File: src/rtl/serial_word_serializer.sv
// serial_word_serializer: parallel-to-serial converter feeding the 101 detector.
// Accepts WIDTH-bit words on a valid/ready handshake and shifts them out one
// bit per clock, back-to-back with no idle gap, with word_start/word_done framing.
// Optional build macro SER_PARITY_EN appends an even-parity bit to every frame.
module serial_word_serializer #(
    parameter int WIDTH     = 8,
    parameter bit MSB_FIRST = 1'b1
) (
    input  logic             clk,
    input  logic             rst,
    input  logic [WIDTH-1:0] data_in,
    input  logic             data_valid,
    output logic             data_ready,
    output logic             ser_out,
    output logic             ser_valid,
    output logic             word_start,
    output logic             word_done,
    output logic             busy
);

`ifdef SER_PARITY_EN
    localparam int FRAME_BITS = WIDTH + 1;
`else
    localparam int FRAME_BITS = WIDTH;
`endif
    localparam int CW = $clog2(WIDTH + 2);
    localparam logic [CW-1:0] LAST_CNT = CW'(FRAME_BITS);
    localparam logic [CW-1:0] ONE_CNT  = CW'(1);
`ifdef SER_PARITY_EN
    localparam logic [CW-1:0] DATA_CNT = CW'(WIDTH);
`endif

    typedef enum logic {IDLE, SHIFT} state_t;

    state_t           state_q, state_d;
    logic [WIDTH-1:0] shift_q, shift_d;
    logic [CW-1:0]    cnt_q, cnt_d;
    logic             ser_out_d, ser_valid_d, word_start_d, word_done_d, busy_d;
    logic             accept;
    logic             first_bit;
    logic             next_bit;
    logic [WIDTH-1:0] load_value;
    logic [CW-1:0]    cnt_next;
`ifdef SER_PARITY_EN
    logic             parity_q, parity_d;
`endif

    // Ready in IDLE, and on the last frame bit so the next word loads seamlessly
    always_comb begin
        data_ready = (state_q == IDLE) || (cnt_q == LAST_CNT);
        accept     = data_valid && data_ready;
        cnt_next   = cnt_q + ONE_CNT;
        if (MSB_FIRST) begin
            first_bit  = data_in[WIDTH-1];
            load_value = data_in << 1;
            next_bit   = shift_q[WIDTH-1];
        end else begin
            first_bit  = data_in[0];
            load_value = data_in >> 1;
            next_bit   = shift_q[0];
        end
    end

    // State, shift register, counter and registered outputs with async reset
    always_ff @(posedge clk or posedge rst) begin
        if (rst) begin
            state_q    <= IDLE;
            shift_q    <= '0;
            cnt_q      <= '0;
            ser_out    <= 1'b0;
            ser_valid  <= 1'b0;
            word_start <= 1'b0;
            word_done  <= 1'b0;
            busy       <= 1'b0;
`ifdef SER_PARITY_EN
            parity_q   <= 1'b0;
`endif
        end else begin
            state_q    <= state_d;
            shift_q    <= shift_d;
            cnt_q      <= cnt_d;
            ser_out    <= ser_out_d;
            ser_valid  <= ser_valid_d;
            word_start <= word_start_d;
            word_done  <= word_done_d;
            busy       <= busy_d;
`ifdef SER_PARITY_EN
            parity_q   <= parity_d;
`endif
        end
    end

    // Next state: load on accept, advance while shifting, return to IDLE after the last bit
    always_comb begin
        state_d = state_q;
        shift_d = shift_q;
        cnt_d   = cnt_q;
`ifdef SER_PARITY_EN
        parity_d = parity_q;
`endif
        if (accept) begin
            state_d = SHIFT;
            shift_d = load_value;
            cnt_d   = ONE_CNT;
`ifdef SER_PARITY_EN
            parity_d = ^data_in;
`endif
        end else if (state_q == SHIFT) begin
            if (cnt_q == LAST_CNT) begin
                state_d = IDLE;
                shift_d = '0;
                cnt_d   = '0;
            end else begin
                shift_d = MSB_FIRST ? (shift_q << 1) : (shift_q >> 1);
                cnt_d   = cnt_next;
            end
        end
    end

    // Next values of the registered serial outputs and framing strobes
    always_comb begin
        ser_out_d    = 1'b0;
        ser_valid_d  = 1'b0;
        word_start_d = 1'b0;
        word_done_d  = 1'b0;
        busy_d       = 1'b0;
        if (accept) begin
            ser_out_d    = first_bit;
            ser_valid_d  = 1'b1;
            word_start_d = 1'b1;
            busy_d       = 1'b1;
        end else if (state_q == SHIFT && cnt_q != LAST_CNT) begin
`ifdef SER_PARITY_EN
            ser_out_d = (cnt_q == DATA_CNT) ? parity_q : next_bit;
`else
            ser_out_d = next_bit;
`endif
            ser_valid_d = 1'b1;
            busy_d      = 1'b1;
            word_done_d = (cnt_next == LAST_CNT);
        end
    end

endmodule

File: config.mk
export PLATFORM = sky130hd
export DESIGN_NAME = serial_word_serializer
export DESIGN_NICKNAME = d
export VERILOG_FILES = /design/src/rtl/serial_word_serializer.sv
export SDC_FILE = /design/constraint.sdc
export NUM_CORES = 1
export LEC_CHECK = 0
export CAP_MARGIN = 20
export CORE_MARGIN = 5
export CORE_UTILIZATION = 45
export CTS_BUF_LIST = sky130_fd_sc_hd__clkbuf_16
export DETAILED_ROUTE_END_ITERATION = 10
export PLACE_DENSITY = 0.74
export SETUP_SLACK_MARGIN = 0.15
export SLEW_MARGIN = 30
export SYNTH_ARGS = -nofsm -noshare
export SYNTH_HDL_FRONTEND = slang
export SYNTH_SLANG_ARGS = --single-unit
export TNS_END_PERCENT = 10
File: constraint.sdc
create_clock -name clk -period 2.1 [get_ports clk]
set_clock_uncertainty 0.15 [all_clocks]
set_input_delay 0.42 -clock clk [delete_from_list [all_inputs] [get_ports clk]]
set_output_delay 0.42 -clock clk [all_outputs]
set_load 0.05 [all_outputs]
==> out/qor.yml, run 1 <==
timing.fmax_mhz: 518
synth_cell_type_count: 26
yosys.area.top_type: "dfrtp_1"
max_cap_violations: 0
cts_sinks: 15
place_ws_ns: 0.152
critical_path_peak_fanout: 3
firstDrtPassIters: 4
synth_nets: 91
grt_pass1_wl_mm: 2.88
grt_pass1_vias: 670
setup_viol: 0
synth_common_cells: "15 x dfrtp_1, 8 x nor2_1, 7 x mux2i_1, 7 x nand2_1, 6 x a221o_1"
diodes: 0
m1WireLength_um: 782
root_buffer: "clkbuf_16"
worstPathCellList: "inv_1 -> ha_4 -> nor2b_4 -> a21oi_2 -> inv_2 -> buf_8"
cts_tree: "done"
worst_slew_pin_slew_ns: 0.561
met3_length_um: 115
start_kind: "register"
path_depth: 6
slew_violations: 0
power.leakage_nw: 0.566
layout.nets: 118
highest_layer: "met4"
synth_seq_area_share_pct: 47.9
clk_pin_slew_worst_paths_ns: 0.05
die_x_um: 51.7
rows: 15
ys_top_cells_by_area: "dfrtp_1 48%, mux2i_1 8.9%, a221o_1 7.7%"
end_kind: "output port"
max_stage_delay_ns: 0.34
yosys_warnings: 0
postSynthCellCount: 77
p_per_area_nw_per_um2: 1280
synth_area_um2: 783
slew_headroom_pct: 62.5
grt_max_degree: 16
ys_ff_latch: 15
fin_total_pwr_mw: 1.46
wl_met2_um: 871
area.growth.synth_to_final_pct: 45.5
antenna_found_initial: 0
max-vdd-ir-drop_uv: 611
final_util_pct: 67.5
hold_violations: 0
grtUsageTotal_pct: 14.9
place_area_um2: 992
synthFlopType: "dfrtp_1"
period_share_pct: 91.9
async_flop_share_pct: 100
die_area_um2: 2670
synth_most_common_cell: "dfrtp_1"
path_class: "register to output port"
die_h_um: 51.7
drive_above_1_share_pct: 21.4
hold_class: "register to register"
cp_data_arrival_time_ns: 1.36
io_pins: 17
post-dp-hpwl_mm: 1.19
start_util_pct: 46.4
clock_path_buffers: 2
hold_depth: 1
avgSynthCellArea_um2: 10.2
via_per_inst: 5.53
hold_slack_ns: 0.352
place_inst: 111
status: "finished clean"
synth.top_cell.area_share_pct: 47.9
grt_overflow: 0
path_buf_inv: 3
cp_slowest_cell: "dfrtp_1"
fin_area_um2: 1140
ff2ff_path_depth: 7
critPathTopFamily: "flip-flops"
drtIter0Drc: 22
drc: 0
place_congestion: 0.809
period_minus_slack_ns: 1.93
fin_tns_setup_ns: 0
clk_latency_ns: 0.24
dr_total_vias: 663
place.port_buffers: 16
wl_per_cell_um: 14.9
core_um2: 1690
final_antenna_net_count: 0
rsz0062_at_grt: "yes"
routed_wl_mm: 1.79
cts_max_level: 1
synth-edff-count: 0
finalNonFillerCells: 120
numCtsBuffers: 3
critPathRequiredTime_ns: 1.53
final.setup.worst_slack_ns: 0.171
-- worst paths after layout --
| kind | from | to | slack [ns] |
|---|---|---|---|
| setup / recovery | cnt_q[0] | data_ready | 0.17 |
| hold / removal | shift_q[3] | shift_q[4] | 0.35 |
| setup reg to reg | cnt_q[0] | shift_q[7] | 0.39 |
| hold reg to reg | shift_q[3] | shift_q[4] | 0.35 |
| max in group asynchronous | rst | cnt_q[1] | 1.02 |
| min in group asynchronous | rst | ser_out | 0.38 |
-- cell usage in the layout (no fill, tap or decap), types with 3 or more instances in the layout --
master	n
clkdlybuf4s50_1	12
nand2_1	7
buf_4	10
a221o_1	6
o21ai_0	5
inv_1	5
nor2_1	8
mux2i_1	7
clkbuf_16	3
dfrtp_1	14
-- flip-flops by register name (all words and copies together), names as in the netlist --
register / count
word_start: 1
cnt_q: 4
word_done: 1
shift_q: 7
ser_out: 1
busy: 1
-- cell families (layout without fill, tap and decap cells) --
| logic type | Yosys count | in the layout | share of synthesized area (%) |
|---|---|---|---|
| simple gates | 26 | 26 | 16.8 |
| compound gates | 16 | 16 | 15.2 |
| flops | 15 | 15 | 47.9 |
| buf+inv | 10 | 36 | 6.39 |
| mux | 7 | 7 | 8.95 |
| fa+ha+maj | 3 | 3 | 4.79 |
-- routing by layer --
layer  vias to the layer above  global-route usage [%]
met1                       315                    17.3
met5                         -                       0
met3                         4                    5.16
met2                        24                    23.9
li1                        320                       -
met4                         0                    8.30
-- what timing repair did --
| item | 4_1_cts | 5_1_grt |
|---|---|---|
| gates cloned | 0 | 0 |
| pin swaps | 1 | 2 |
| resized for setup | 3 | 6 |
| buffers inserted | 2 | 3 |
| hold buffers | 0 | 0 |
| endpoints found under the setup margin | 1 | 2 |
-- area by class of cell --
type / instances / area [µm²]
repair buffers: 26 / 263
clock buffers: 3 / 75.1
inverters: 6 / 22.5
clock inverters: 1 / 3.75
well taps: 17 / 21.3
fillers: 127 / 549
flip-flops and latches: 15 / 377
multi-input cells: 52 / 378
-- where the power goes --
group | internal [mW] | leakage (nW) | total (mW) | switching (mW)
combinational | 0.319 | 0.330 | 0.644 | 0.325
sequential | 0.381 | 0.194 | 0.450 | 0.0693
clock | 0.252 | 0.0423 | 0.363 | 0.112
total | 0.951 | 0.566 | 1.46 | 0.506
(Power assumes the default switching activity.)
==> inputs of run 2 (changes only) <==
--- a/config.mk
+++ b/config.mk
@@ -7,10 +7,10 @@
 export LEC_CHECK = 0
 export CAP_MARGIN = 20
 export CORE_MARGIN = 5
-export CORE_UTILIZATION = 45
+export CORE_UTILIZATION = 48
 export CTS_BUF_LIST = sky130_fd_sc_hd__clkbuf_16
 export DETAILED_ROUTE_END_ITERATION = 10
-export PLACE_DENSITY = 0.74
+export PLACE_DENSITY = 0.78
 export SETUP_SLACK_MARGIN = 0.15
 export SLEW_MARGIN = 30
 export SYNTH_ARGS = -nofsm -noshare
==> out/qor.yml, run 2 (same netlist as run 1, synthesis figures left out) <==
worst_slew_pin_slew_ns: 0.582  # +0.0210 ns
post-dp-hpwl_mm: 1.12  # -6.2%
period_minus_slack_ns: 1.92  # -0.00913 ns
grtUsageTotal_pct: 14.6  # -0.37 points
place_congestion: 0.746  # -7.7%
max_stage_delay_ns: 0.79  # +0.45 ns
hold_class: "register to register"
hold_slack_ns: 0.357  # +0.00579 ns
clk_pin_slew_worst_paths_ns: 0.05  # about the same
io_pins: 17  # unchanged
cts_tree: "done"
root_buffer: "clkbuf_16"
hold_violations: 0  # unchanged
die_area_um2: 2540  # -5.1%
finalNonFillerCells: 115  # -4.2%
period_share_pct: 91.4  # -0.43 points
cp_data_arrival_time_ns: 1.35  # about the same
via_per_inst: 5.68  # +2.8%
path_class: "register to output port"
grt_max_degree: 16  # unchanged
place_ws_ns: 0.132  # -0.0196 ns
regToRegSetupSlack_ns: 0.51  # +0.12 ns
firstDrtPassIters: 4  # unchanged
gr-usage-met3_pct: 5.03  # -0.13 points
rsz0062_at_grt: "yes"
max-vdd-ir-drop_uv: 672  # +10%
area.growth.synth_to_final_pct: 41.5
place_inst: 109  # -1.8%
final.setup.worst_slack_ns: 0.180  # +0.00913 ns
place.port_buffers: 16  # unchanged
largest-register: "shift_q"
start_util_pct: 51.4  # +5.0 points
clock_path_buffers: 2  # unchanged
layout_commonest_cell: "dfrtp_1"
setup_viol: 0  # unchanged
critPathTopFamily: "buffers and inverters"
diodes: 0  # unchanged
p_per_area_nw_per_um2: 1250  # -2.2%
numCtsBuffers: 3  # unchanged
die_x_um: 50.4  # -2.6%
slew_headroom_pct: 61.1  # -1.4 points
dr_total_vias: 653  # -1.5%
cts_max_level: 1  # unchanged
top_regs: "shift_q: 7 flops, cnt_q: 4 flops"
timing.fmax_mhz: 521  # +0.48%
grt_pass1_wl_mm: 2.83  # -1.9%
grtUsageMet1_pct: 17.3  # +0.039 points
gr-usage-met2_pct: 23.2  # -0.72 points
final_antenna_net_count: 0  # unchanged
drc: 0  # unchanged
path_buf_inv: 1  # -2
power.leakage_nw: 0.547  # -3.5%
fin_total_pwr_mw: 1.39  # -4.9%
hold_buffers: 0  # unchanged
routed_wl_mm: 1.66  # -7.1%
clk_latency_ns: 0.24  # about the same
fin_tns_setup_ns: 0  # unchanged
wl_per_cell_um: 14.5  # -3.1%
core_um2: 1520  # -9.8%
drive_above_1_share_pct: 17.2  # -4.2 points
critical_path_peak_fanout: 1  # -2
antenna_found_initial: 0  # unchanged
final_cell_mix: "14 x dfrtp_1, 12 x clkdlybuf4s50_1, 8 x nor2_1"
drtIter0Drc: 15  # -32%
slew_violations: 0  # unchanged
end_kind: "output port"
die_h_um: 50.4  # -2.6%
largest_reg_flops: 7  # unchanged
rows: 14  # -1
busiest_layer: "met2"
status: "finished clean"
critPathRequiredTime_ns: 1.53  # about the same
grt_pass1_vias: 645  # -3.7%
start_kind: "register"
layout.nets: 114  # -3.4%
worstPathCellList: "clkdlybuf4s50_1"
cts_sinks: 15  # unchanged
grt_overflow: 0  # unchanged
cp_slowest_cell: "clkdlybuf4s50_1"
max_cap_violations: 0  # unchanged
## run 2: cell count changes in the layout (fill, tap and decap cells not counted)
cell	delta
buf_4	-4
inv_1	+1
inv_2	-1
## run 2: repair_timing
item / CTS / global route
buffers inserted: 2 / 0
setup endpoints to repair: 1 / 4
pin swaps: 1 / 1
resized for setup: 5 / 3
## run 2: worst paths after layout
check                           startpoint    endpoint  cells after the start
worst max-delay path            word_start  word_start                      1
max in group asynchronous              rst    cnt_q[0]                      2
worst max register to register    cnt_q[0]  shift_q[2]                      6
worst min-delay path            shift_q[4]  shift_q[5]                      1
worst min register to register  shift_q[4]  shift_q[5]                      1
min in group asynchronous              rst  shift_q[7]                      2
## run 2: layer usage
metal  part of all wire [%]  vias up
met4                    1.1        0
met5                      0        -
met1                     44      320
met3                    5.5        4
li1                       -      314
met2                     49       15
## run 2: where the power goes
| part | switching [mW] | internal, mW | leakage (nW) | total [mW] |
|---|---|---|---|---|
| Sequential | 0.0721 | 0.381 | 0.194 | 0.453 |
| Combinational | 0.298 | 0.275 | 0.310 | 0.574 |
| Clock | 0.108 | 0.251 | 0.0423 | 0.359 |
## run 2: worst register-to-register path, stage by stage, from the launching register on
cell and delay, ns:
dfrtp_2 0.40, inv_1 0.09, ha_4 0.14, nor2b_4 0.15, a21oi_2 0.07, buf_4 0.17, a221o_1 0.30
## run 2: final cells by class
cell class	instances	area (µm²)
tap	16	20.0
inverter	6	22.5
fill	113	415
clock buffer	3	75.1
multi-input combinational	52	378
clock inverter	1	3.75
timing repair buffer	22	233
sequential	15	377
## run 2: through the flow
stage          utilization, %  area (µm²)
6_report                 72.7        1110
5_1_grt                  72.7        1110
4_1_cts                  71.6        1090
3_5_place_dp             64.5         983
3_3_place_gp             64.5         983
2_1_floorplan               -         783
